## config.mk

```make
export PLATFORM = sky130hd
export DESIGN_NAME = alu_arbiter
export DESIGN_NICKNAME = d
export VERILOG_FILES = /design/src/rtl/alu_arbiter.sv
export SDC_FILE = /design/constraint.sdc
export NUM_CORES = 1
export LEC_CHECK = 0
export ABC_AREA = 0
export CAP_MARGIN = 20
export CORE_UTILIZATION = 43
export CTS_BUF_LIST = sky130_fd_sc_hd__clkbuf_2
export CTS_CLUSTER_SIZE = 12
export DETAILED_ROUTE_END_ITERATION = 16
export PLACE_DENSITY = 0.88
export SYNTH_ARGS = -nofsm -noshare
export SYNTH_HDL_FRONTEND = slang
export SYNTH_SLANG_ARGS = --single-unit
```

## constraint.sdc

```tcl
create_clock -name clk -period 2.3 [get_ports clk]
set_input_delay 0.46 -clock clk [delete_from_list [all_inputs] [get_ports clk]]
set_output_delay 0.46 -clock clk [all_outputs]
set_load 0.005 [all_outputs]
```

## src/rtl/alu_arbiter.sv

```systemverilog
// rtl/alu_arbiter.sv - round-robin arbiter sharing one ALU between two requesters
// Optional macro ALU_ARB_ILLEGAL_ERR_EN adds the err output for opcodes 1110/1111.
module alu_arbiter #(
    parameter int WIDTH    = 16,
    parameter int FAST_LAT = 1,
    parameter int SLOW_LAT = 4
) (
    input  logic             clk,
    input  logic             reset_n,
    input  logic             req0,
    input  logic [3:0]       op0,
    input  logic [WIDTH-1:0] a0,
    input  logic [WIDTH-1:0] b0,
    output logic             gnt0,
    output logic             done0,
    input  logic             req1,
    input  logic [3:0]       op1,
    input  logic [WIDTH-1:0] a1,
    input  logic [WIDTH-1:0] b1,
    output logic             gnt1,
    output logic             done1,
    output logic [WIDTH-1:0] alu_a,
    output logic [WIDTH-1:0] alu_b,
    output logic [3:0]       alu_sel,
    input  logic [WIDTH-1:0] alu_result,
    input  logic             alu_zero,
    output logic [WIDTH-1:0] result,
    output logic             zero,
`ifdef ALU_ARB_ILLEGAL_ERR_EN
    output logic             err,
`endif
    output logic             busy
);

    typedef enum logic [1:0] {S_IDLE, S_EXEC, S_DONE} state_t;

    state_t           state_q, state_d;
    logic             rr_q, rr_d;
    logic             who_q, who_d;
    logic             ill_q, ill_d;
    logic [3:0]       cnt_q, cnt_d;
    logic [WIDTH-1:0] alu_a_q, alu_a_d, alu_b_q, alu_b_d;
    logic [3:0]       alu_sel_q, alu_sel_d;
    logic             gnt0_q, gnt0_d, gnt1_q, gnt1_d;
    logic             done0_q, done0_d, done1_q, done1_d;
    logic             busy_q, busy_d;
    logic [WIDTH-1:0] result_q, result_d;
    logic             zero_q, zero_d;
`ifdef ALU_ARB_ILLEGAL_ERR_EN
    logic             err_q, err_d;
`endif

    // Winner selection: rr_q only matters when both requesters contend.
    logic             win1;
    logic [3:0]       op_w;
    logic [WIDTH-1:0] a_w, b_w;
    logic             ill_w;
    logic             slow_w;

    always_comb begin
        win1   = req1 & (~req0 | rr_q);
        op_w   = win1 ? op1 : op0;
        a_w    = win1 ? a1 : a0;
        b_w    = win1 ? b1 : b0;
        ill_w  = (op_w[3:1] == 3'b111);
        slow_w = (op_w == 4'b0010) || (op_w == 4'b0011) || (op_w == 4'b0100);
    end

    always_comb begin
        state_d   = state_q;
        rr_d      = rr_q;
        who_d     = who_q;
        ill_d     = ill_q;
        cnt_d     = cnt_q;
        alu_a_d   = alu_a_q;
        alu_b_d   = alu_b_q;
        alu_sel_d = alu_sel_q;
        gnt0_d    = 1'b0;
        gnt1_d    = 1'b0;
        done0_d   = 1'b0;
        done1_d   = 1'b0;
        busy_d    = busy_q;
        result_d  = result_q;
        zero_d    = zero_q;
`ifdef ALU_ARB_ILLEGAL_ERR_EN
        err_d     = err_q;
`endif
        case (state_q)
            S_IDLE: begin
                if (req0 || req1) begin
                    if (req0 && req1) rr_d = ~win1;
                    who_d     = win1;
                    ill_d     = ill_w;
                    cnt_d     = slow_w ? 4'(SLOW_LAT) : 4'(FAST_LAT);
                    alu_a_d   = ill_w ? '0 : a_w;
                    alu_b_d   = ill_w ? '0 : b_w;
                    alu_sel_d = ill_w ? 4'b1111 : op_w;
                    gnt0_d    = ~win1;
                    gnt1_d    = win1;
                    busy_d    = 1'b1;
                    state_d   = S_EXEC;
                end
            end
            S_EXEC: begin
                cnt_d = cnt_q - 4'd1;
                if (cnt_q == 4'd1) begin
                    result_d  = ill_q ? '0 : alu_result;
                    zero_d    = ill_q ? 1'b0 : alu_zero;
`ifdef ALU_ARB_ILLEGAL_ERR_EN
                    err_d     = ill_q;
`endif
                    done0_d   = ~who_q;
                    done1_d   = who_q;
                    alu_a_d   = '0;
                    alu_b_d   = '0;
                    alu_sel_d = 4'b1111;
                    state_d   = S_DONE;
                end
            end
            S_DONE: begin
                busy_d  = 1'b0;
                state_d = S_IDLE;
            end
            default: state_d = S_IDLE;
        endcase
    end

    always_ff @(posedge clk) begin
        if (!reset_n) begin
            state_q   <= S_IDLE;
            rr_q      <= 1'b0;
            who_q     <= 1'b0;
            ill_q     <= 1'b0;
            cnt_q     <= '0;
            alu_a_q   <= '0;
            alu_b_q   <= '0;
            alu_sel_q <= 4'b1111;
            gnt0_q    <= 1'b0;
            gnt1_q    <= 1'b0;
            done0_q   <= 1'b0;
            done1_q   <= 1'b0;
            busy_q    <= 1'b0;
            result_q  <= '0;
            zero_q    <= 1'b0;
`ifdef ALU_ARB_ILLEGAL_ERR_EN
            err_q     <= 1'b0;
`endif
        end else begin
            state_q   <= state_d;
            rr_q      <= rr_d;
            who_q     <= who_d;
            ill_q     <= ill_d;
            cnt_q     <= cnt_d;
            alu_a_q   <= alu_a_d;
            alu_b_q   <= alu_b_d;
            alu_sel_q <= alu_sel_d;
            gnt0_q    <= gnt0_d;
            gnt1_q    <= gnt1_d;
            done0_q   <= done0_d;
            done1_q   <= done1_d;
            busy_q    <= busy_d;
            result_q  <= result_d;
            zero_q    <= zero_d;
`ifdef ALU_ARB_ILLEGAL_ERR_EN
            err_q     <= err_d;
`endif
        end
    end

    assign gnt0    = gnt0_q;
    assign gnt1    = gnt1_q;
    assign done0   = done0_q;
    assign done1   = done1_q;
    assign alu_a   = alu_a_q;
    assign alu_b   = alu_b_q;
    assign alu_sel = alu_sel_q;
    assign result  = result_q;
    assign zero    = zero_q;
    assign busy    = busy_q;
`ifdef ALU_ARB_ILLEGAL_ERR_EN
    assign err     = err_q;
`endif

endmodule

```

==> impl_metrics.toml <==
[placement]
place_congestion = 0.843
dpl_cell_area_mm2 = 0.00434
numPortBuffers = 150
dp_hpwl_mm = 5.77
placed_cells = 465
dp_slack_ns = 0.185

[finish]
fin_cells = 481
post-route-util_pct = 73.5
n_antenna_cell = 0
fin_area_mm2 = 0.00443
nNetsFinal = 496
syn_to_final_growth_pct = 61.6
drive_above_1_share_pct = 8.62

[clock_network]
cts_hold_buf = 0
cts_root_buffer = "clkbuf_2"
post-cts-setup-buffers = 0
h-tree-depth = 3
clockBufferDepth = 2
path_clk_slew_ns = 0.17
clock_latency_ns = 0.47
cts_buffers = 9
cts_num_sinks = 67
cts_tree = "built"
post_cts_resized = 0

[setup_path]
slowest_stage = "clkdlybuf4s50_1"
cp_cell_sequence = "clkdlybuf4s50_1"
cp.arrival_ns = 1.40
crit_required_ns = 1.84
crit_family = "buffers and inverters"
endpoint_kind = "output port"
crit_path_start_kind = "register"
cpPeakStageDelay_ns = 0.56
path_class = "reg2out"
cp_num_buf_inv = 1
crit_fanout = 2

[power_and_ir_drop]
power_frac_comb_pct = 29.8
p_sw_uw = 795
power.internal_uw = 1910
power_density_mw_per_mm2 = 611
sw_frac_of_total_pct = 29.4
vdd_drop_max_v = 0.000382
seq_power_share_pct = 50.3
pwr-share-clk_pct = 19.9
leakage_uw = 0.00182

[timing]
drv_slew = 0
setup_slack_ns = 0.440
slew_headroom_pct = 67.1
hold_viol = 0
rsz0062_at_grt = "no"
fmax_mhz = 538
tns_ns = 0
tightest_slew_ns = 0.489
fin_crit_sh_pct = 80.9
setup_viol = 0
finalCriticalPeriod_ns = 1.86
fin_skew_ns = 0.0170

[floorplanning]
start_util_pct = 45.5
fp.dieW_um = 81.8
io_pins = 151
fp-row-count = 28
die_h_um = 81.8
core_mm2 = 0.00603
dieArea_mm2 = 0.00669

[global_routing]
grt_usage_pct = 23.2
grt_pass1_vias = 2501
antenna_found_initial = 0
grt_pass1_wl_mm = 11.5
grt_max_degree = 34
grt-ovfl-total = 0

[yosys]
synth.most_common_cell = "dfxtp_1"
synth_cell_types = 40
synth-edff-count = 0
synth-main-ff-cell = "dfxtp_1"
synth.yosys.seq_area_share_pct = 49.0
synthArstFlopShare_pct = 0
yosysTopAreaCellShare_pct = 49.0
synthTopCellsByCount = "dfxtp_1 (67), mux2i_1 (32), o2bb2ai_1 (32), a22o_1 (19), nor2_1 (12)"
synth_area_leaders = "dfxtp_1 (49%), mux2i_1 (12%), o2bb2ai_1 (10%)"
ys_ff_latch = 67
postSynthNetCount = 342
syn-instance-count = 247
avgSynthCellArea_um2 = 11.1
syn-cell-area_mm2 = 0.00274
synth_warnings = 0
synth_top_area_cell = "dfxtp_1"

[routing]
drt_iter0_drc = 94
dr.pass1.iters = 4
via_per_inst = 5.31
routed_wirelength_mm = 7.57
vias = 2556
wl_per_cell_um = 15.7
drc_errors = 0
antenna_left = 0

[outcome]
status = "finished clean"

[job]
maxCapViolations = 0

[hold_path]
hold_class = "reg2reg"
==> cell type report <==
class | count | area [µm²]
Inverter | 6 | 22.5
Sequential cell | 67 | 1340
Clock inverter | 6 | 32.5
Fill cell | 454 | 1600
Timing Repair Buffer | 160 | 1630
Tap cell | 75 | 93.8
Clock buffer | 10 | 50.0
Multi-Input combinational cell | 157 | 1260
==> routing by layer <==
metal,part of all wire (%),up-vias,track usage [%]
li1,-,1231,-
met5,0,-,0
met2,51,143,39.9
met4,1.7,0,8.77
met3,9.9,12,10.8
met1,38,1170,24.5
==> cell families after synthesis <==
group	Yosys count	share of synthesized area [%]
mux	34	12.5
simple gates	43	9.23
fa+ha+maj	2	0.914
xor+xnor	2	0.640
flops	67	49.0
compound gates	76	22.7
buf+inv	23	5.02
==> sequential cells by signal (all words and copies together), names as in the netlist <==
signal	flops
alu_a	16
alu_b	16
alu_sel	4
busy	1
cnt_q	4
done0	1
done1	1
gnt0	1
gnt1	1
ill_q	1
result	16
rr_q	1
state_q	2
who_q	1
zero	1
==> power by group through the flow <==
stage	Sequential, µW	Combinational (µW)	Clock (µW)
after floorplan	1380	342	0
after global placement	1380	782	0
after detailed placement	1380	807	0
after CTS	1360	811	554
after global routing	1380	872	613
final	1360	806	538
==> layout by cell type (no fill, tap or decap), types with 5 or more instances in the layout <==
master | netlist | layout
inv_1 | 5 | 5
buf_4 | 2 | 6
mux2i_1 | 32 | 32
o2bb2ai_1 | 32 | 32
clkbuf_2 | 0 | 10
a21oi_1 | 7 | 7
dfxtp_1 | 67 | 67
clkdlybuf4s50_1 | 0 | 150
o21ai_0 | 7 | 7
and3_1 | 7 | 7
nor2_1 | 12 | 12
a22o_1 | 19 | 19
==> tightest hold or removal path: stages (launching register included) <==
cell and delay (ns):
dfxtp_1 0.34, inv_1 0.05, a2bb2oi_1 0.05
==> metrics by stage <==
| step | power (µW) | hold WS (ns) |
|---|---|---|
| finish | 2710 | 0.462 |
| global route | 2860 | 0.498 |
| CTS | 2730 | 0.464 |
| detailed placement | 2190 | 0.441 |
| global placement | 2160 | 0.440 |
| floorplan | 1720 | 0.406 |
==> path summary, 6_finish.rpt <==
| check | slack (ns) | to | start | cells after the start |
|---|---|---|---|---|
| worst max-delay path | 0.44 | alu_a[8] | alu_a[8] | 1 |
| worst min-delay path | 0.46 | alu_sel[0] | alu_sel[0] | 2 |
| worst max register to register | 0.54 | result[3] | cnt_q[1] | 7 |
| worst min register to register | 0.46 | alu_sel[0] | alu_sel[0] | 2 |
Power figures use the tool's default switching activity.
